**config.mk**
```make
export PLATFORM = sky130hd
export DESIGN_NAME = uart_echo_led
export DESIGN_NICKNAME = d
export VERILOG_FILES = /design/src/rtl/uart_echo_led.sv
export SDC_FILE = /design/constraint.sdc
export NUM_CORES = 1
export LEC_CHECK = 0
export CORE_ASPECT_RATIO = 1.5
export CORE_MARGIN = 2
export CORE_UTILIZATION = 38
export CTS_CLUSTER_SIZE = 40
export DETAILED_ROUTE_END_ITERATION = 8
export MAX_ROUTING_LAYER = met4
export PLACE_DENSITY = 0.51
export RECOVER_POWER = 100
export SLEW_MARGIN = 20
export SYNTH_ARGS = -nofsm -noshare
export SYNTH_HDL_FRONTEND = slang
export SYNTH_SLANG_ARGS = --single-unit
```
**constraint.sdc**
```tcl
create_clock -name clk -period 5.5 [get_ports clk]
set_input_delay 1.1 -clock clk [delete_from_list [all_inputs] [get_ports clk]]
set_output_delay 1.1 -clock clk [all_outputs]
set_load 0.01 [all_outputs]
```
**src/rtl/uart_echo_led.sv**
```systemverilog
// USB-serial echo: 8N1 receiver -> byte FIFO -> 8N1 transmitter, last good byte on LEDs.
// Optional macro UART_ECHO_CASE_SWAP_EN converts a-z to upper case on the transmit side.
module uart_echo_led #(
  parameter int CLK_FREQ   = 100000000,
  parameter int BAUD       = 1000000,
  parameter int FIFO_DEPTH = 16,
  parameter int LED_W      = 8
) (
  input  logic             clk,
  input  logic             rst_n,
  input  logic             usb_rx,
  output logic             usb_tx,
  output logic [LED_W-1:0] led,
  output logic             overflow
);

  localparam int CPB = CLK_FREQ / BAUD;
  localparam int CW  = $clog2(CPB);
  localparam int AW  = $clog2(FIFO_DEPTH);
  localparam logic [CW-1:0] BIT_LAST  = CW'(CPB - 1);
  localparam logic [CW-1:0] HALF_LAST = CW'(CPB / 2 - 1);

  typedef enum logic [2:0] {RX_IDLE, RX_START, RX_DATA, RX_STOP, RX_BREAK} rx_state_t;
  typedef enum logic [1:0] {TX_IDLE, TX_START, TX_DATA, TX_STOP} tx_state_t;

  function automatic logic [7:0] tx_map(input logic [7:0] b);
`ifdef UART_ECHO_CASE_SWAP_EN
    return (b >= 8'h61 && b <= 8'h7A) ? (b & 8'hDF) : b;
`else
    return b;
`endif
  endfunction

  function automatic logic [LED_W-1:0] to_led(input logic [7:0] b);
    return LED_W'(b);
  endfunction

  rx_state_t       rx_state;
  tx_state_t       tx_state;
  logic            rx_s1, rx_s2;
  logic [CW-1:0]   rx_cnt, tx_cnt;
  logic [2:0]      rx_bit, tx_bit;
  logic [7:0]      rx_shift, tx_shift;
  logic            push_req;
  logic [AW:0]     wr_ptr, rd_ptr;
  logic [7:0]      mem [FIFO_DEPTH];
  logic            full, empty, push, pop;

  assign full  = (wr_ptr[AW] != rd_ptr[AW]) && (wr_ptr[AW-1:0] == rd_ptr[AW-1:0]);
  assign empty = (wr_ptr == rd_ptr);
  assign pop   = (tx_state == TX_IDLE) && !empty;
  assign push  = push_req && (!full || pop);

  // Receive: sample mid-bit off the second synchroniser stage
  always_ff @(posedge clk or negedge rst_n) begin
    if (!rst_n) begin
      rx_s1    <= 1'b1;
      rx_s2    <= 1'b1;
      rx_state <= RX_IDLE;
      rx_cnt   <= '0;
      rx_bit   <= '0;
      push_req <= 1'b0;
      led      <= '0;
    end else begin
      rx_s1    <= usb_rx;
      rx_s2    <= rx_s1;
      push_req <= 1'b0;
      case (rx_state)
        RX_IDLE:
          if (!rx_s2) begin
            rx_state <= RX_START;
            rx_cnt   <= HALF_LAST;
          end
        RX_START:
          if (rx_cnt == '0) begin
            if (rx_s2) rx_state <= RX_IDLE;
            else begin
              rx_state <= RX_DATA;
              rx_cnt   <= BIT_LAST;
              rx_bit   <= '0;
            end
          end else rx_cnt <= rx_cnt - 1'b1;
        RX_DATA:
          if (rx_cnt == '0) begin
            rx_cnt <= BIT_LAST;
            rx_bit <= rx_bit + 1'b1;
            if (rx_bit == 3'd7) rx_state <= RX_STOP;
          end else rx_cnt <= rx_cnt - 1'b1;
        RX_STOP:
          if (rx_cnt == '0) begin
            if (rx_s2) begin
              rx_state <= RX_IDLE;
              push_req <= 1'b1;
              led      <= to_led(rx_shift);
            end else rx_state <= RX_BREAK;
          end else rx_cnt <= rx_cnt - 1'b1;
        RX_BREAK:
          if (rx_s2) rx_state <= RX_IDLE;
        default: rx_state <= RX_IDLE;
      endcase
    end
  end

  // FIFO pointers and sticky overflow
  always_ff @(posedge clk or negedge rst_n) begin
    if (!rst_n) begin
      wr_ptr   <= '0;
      rd_ptr   <= '0;
      overflow <= 1'b0;
    end else begin
      if (push) wr_ptr <= wr_ptr + 1'b1;
      if (pop)  rd_ptr <= rd_ptr + 1'b1;
      if (push_req && full && !pop) overflow <= 1'b1;
    end
  end

  // Transmit: usb_tx is registered so reset returns it high without waiting for a clock
  always_ff @(posedge clk or negedge rst_n) begin
    if (!rst_n) begin
      tx_state <= TX_IDLE;
      usb_tx   <= 1'b1;
      tx_cnt   <= '0;
      tx_bit   <= '0;
    end else begin
      case (tx_state)
        TX_IDLE:
          if (pop) begin
            tx_state <= TX_START;
            usb_tx   <= 1'b0;
            tx_cnt   <= BIT_LAST;
          end
        TX_START:
          if (tx_cnt == '0) begin
            tx_state <= TX_DATA;
            usb_tx   <= tx_shift[0];
            tx_cnt   <= BIT_LAST;
            tx_bit   <= '0;
          end else tx_cnt <= tx_cnt - 1'b1;
        TX_DATA:
          if (tx_cnt == '0) begin
            tx_cnt <= BIT_LAST;
            if (tx_bit == 3'd7) begin
              tx_state <= TX_STOP;
              usb_tx   <= 1'b1;
            end else begin
              usb_tx <= tx_shift[1];
              tx_bit <= tx_bit + 1'b1;
            end
          end else tx_cnt <= tx_cnt - 1'b1;
        TX_STOP:
          if (tx_cnt == '0) tx_state <= TX_IDLE;
          else tx_cnt <= tx_cnt - 1'b1;
        default: tx_state <= TX_IDLE;
      endcase
    end
  end

  // Datapath registers carry no reset; control qualifies every use
  always_ff @(posedge clk) begin
    if (rx_state == RX_DATA && rx_cnt == '0) rx_shift <= {rx_s2, rx_shift[7:1]};
    if (push) mem[wr_ptr[AW-1:0]] <= rx_shift;
    if (pop) tx_shift <= tx_map(mem[rd_ptr[AW-1:0]]);
    else if (tx_state == TX_DATA && tx_cnt == '0) tx_shift <= {1'b0, tx_shift[7:1]};
  end

endmodule
```
==> flow_metrics.tcl <==
set metrics [dict create \
    post-route-period-util_pct 64.36 \
    synth_common_cells "144 x edfxtp_1, 45 x dfrtp_1, 30 x mux2_2, 25 x mux4_2, 17 x ha_1" \
    rsz0062_at_grt "no" \
    setup_viol 0 \
    hpwlAfterDp_um 12100 \
    ant_nets 0 \
    hold_viol_final 0 \
    synth_top_family_by_area "multiplexers" \
    yosys_warnings 0 \
    leakage_nw 3.322 \
    synth.top_cell.area_share_pct 51.97 \
    clk_latency_ns 0.43 \
    ys_seq_elements 192 \
    io_pins 13 \
    antenna_found_initial 0 \
    std_cell_rows 66 \
    critPathKind "in2async" \
    fin_skew_ns 0.008609 \
    synth_most_common_cell "edfxtp_1" \
    layout.cells.non_filler 812 \
    synth_edf_count 144 \
    cp_cell_sequence "buf_2 > clkbuf_1" \
    cts_num_sinks 192 \
    cts_tree "built" \
    drt-pass1-iter-count 5 \
    routedWlPerCell_um 21.92 \
    fin_setup_tns_ns 0 \
    critPathTopFamily "buffers and inverters" \
    seq_power_share_pct 56.1 \
    cts_buffers 17 \
    cap_violations 1 \
    slew_headroom_pct -92.98 \
    vias_per_cell 5.478 \
    n_fill_cell 1973 \
    status "complete, but fails checks" \
    core_area_mm2 0.02164 \
    path_buf_inv 2 \
    fp.dieW_um 124.8 \
    num_vias 4448 \
    pre_cts_ws_ns 2.311 \
    cts_root_buffer "clkbuf_16" \
    combPwrFrac_pct 0.4 \
    synth_fa_ha_area_share_pct 2.556 \
    cts-resized-gates 0 \
    grt.total_usage_pct 16.66 \
    placed_cells 780 \
    ys_async_sr_fraction_pct 25.00 \
    drt_iter0_drc 261 \
    synth-xor-area-share_pct 1.474 \
    h-tree-depth 4 \
    multiInputGateArea_mm2 0.002582 \
    netlist_instances 517 \
    cp-start-kind "input port" \
    fmax_mhz 282.5 \
    avgSynthCellArea_um2 16.09 \
    cp.required_ns 5.18 \
    p_switching_uw 528.6 \
    area_growth_pct 10.81 \
    clk_pin_slew_ns 0.07 \
    crit_arrival_ns 3.22 \
    port_buffers 12 \
    place_congestion 0.8219 \
    drv_slew 49 \
    p_int_mw 2.220 \
    grt_overflow_total 0 \
    irDropWorstVdd_uv 195.9 \
    p_sw_share_pct 19.23 \
    worst_pin_slew_ns 2.895 \
    drive_gt1_share_pct 17.96 \
    die_y_um 185.2 \
    cts_buffer_depth 2 \
    grt_pass1_vias 4714 \
    synth-simple-area-share_pct 6.707 \
    hold_path.class "reg2reg" \
    start_util_pct 38.46 \
    worst_setup_path_end_kind "async pin" \
    dieArea_mm2 0.02312 \
    synth_area_mm2 0.008320 \
    ys_types 63 \
    violations "capacitance limit, slew limit" \
    grt_max_degree 49 \
    yosysSeqAreaShare_pct 66.45 \
    critPathMaxStageDelay_ns 2.03 \
    rrSetupSlack_ns 2.25 \
    critPathSlowestCell "clkbuf_1" \
    diodes 0 \
    ctsHoldBuffers 0 \
    ff_latch_area_mm2 0.005530 \
    fin_ws_ns 1.960 \
    ys.flop_type "edfxtp_1" \
    drc 0 \
    synth-compound-area-share_pct 7.925 \
    grt_pass1_wl_um 27730 \
    synth_nets 537 \
    power.density_mw_per_mm2 298.1 \
    power_frac_clock_pct 43.5 \
    finalWirelength_um 17800 \
    synth_area_leaders "edfxtp_1 52%, dfrtp_1 14%, mux4_2 6.8%" \
    synth_area_leader_cell "edfxtp_1" \
    path_max_fanout 48 \
    yosys-mux-area-fraction_pct 12.75 \
    cts_setup_buffers 0 \
    period_needed_ns 3.540 \
    final_nets 547 \
]
==> final cells by class <==
cell class	instances	area share, %
Tap cell	272	3.691
Inverter	17	0.6921
Multi-Input combinational cell	283	28.01
Timing Repair Buffer	16	1.493
Sequential cell	192	59.98
Clock buffer	20	4.845
Clock inverter	12	1.289
==> power groups by stage <==
stage               logic, mW  clock network, mW  registers [mW]
floorplan             0.00153                  0            1.57
global placement       0.0115                  0            1.57
detailed placement     0.0117                  0            1.57
CTS                    0.0116               1.22            1.54
global route           0.0125               1.28            1.54
finish                 0.0103               1.19            1.54
==> state kept, by name (all words and copies together) (netlist names) <==
name,cells
push_req,1
mem,128
wr_ptr,5
rx_s2,1
rx_state,3
led,8
rx_s1,1
rx_cnt,7
rd_ptr,5
usb_tx,1
tx_shift,8
tx_cnt,7
tx_bit,3
rx_shift,8
tx_state,2
overflow,1
rx_bit,3
==> metrics by stage <==
stage | util, % | total power, mW | area [um^2] | hold WS [ns]
2_1_floorplan | - | 1.575 | 8320 | 0.3452
3_3_place_gp | 40.18 | 1.585 | 8693 | 0.3464
3_5_place_dp | 40.18 | 1.585 | 8693 | 0.3488
4_1_cts | 42.79 | 2.777 | 9259 | 0.3521
5_1_grt | 42.62 | 2.833 | 9220 | 0.3624
6_report | 42.62 | 2.748 | 9220 | 0.3548
==> cell usage in the layout, fill, tap and decap left out, types with 13 or more instances in the layout <==
cell / Yosys / layout
and3_1: 15 / 15
mux2i_1: 16 / 16
inv_1: 16 / 16
clkbuf_16: 0 / 17
dfrtp_1: 45 / 44
ha_1: 17 / 17
mux2_2: 30 / 30
nand3_1: 13 / 13
edfxtp_1: 144 / 144
nor2_1: 14 / 14
mux4_2: 25 / 25
a22o_1: 14 / 14
==> worst paths after layout <==
kind | cells past startpoint | from | end
setup / recovery | 2 | rst_n | rd_ptr[2]$_DFFE_PN0N_
hold / removal | 0 | rx_s1$_DFF_PN1_ | rx_s2$_DFF_PN1_
setup reg to reg | 4 | rd_ptr[0]$_DFFE_PN0N_ | tx_shift[1]$_DFFE_PP_
hold reg to reg | 0 | rx_s1$_DFF_PN1_ | rx_s2$_DFF_PN1_
max in group clk | 4 | rd_ptr[0]$_DFFE_PN0N_ | tx_shift[1]$_DFFE_PP_
min in group asynchronous | 2 | rst_n | led[0]$_DFFE_PN0P_
==> metal layers <==
metal  wire [um]  up-vias  share of wire, %  global-route usage (%)
met3         438       11               2.5                   2.946
met1        7229     2320                41                   18.44
met2        9924       56                56                   30.64
met4         208        0               1.2                   5.156
li1            -     2061                 -                       -
met5           0        -                 0                       -
==> kinds of logic after synthesis <==
kind of cell,count (synthesis)
xor+xnor,14
compound gates,86
flops,192
mux,71
buf+inv,42
fa+ha+maj,17
simple gates,95
Note: power is estimated with default switching activity, not from simulation.
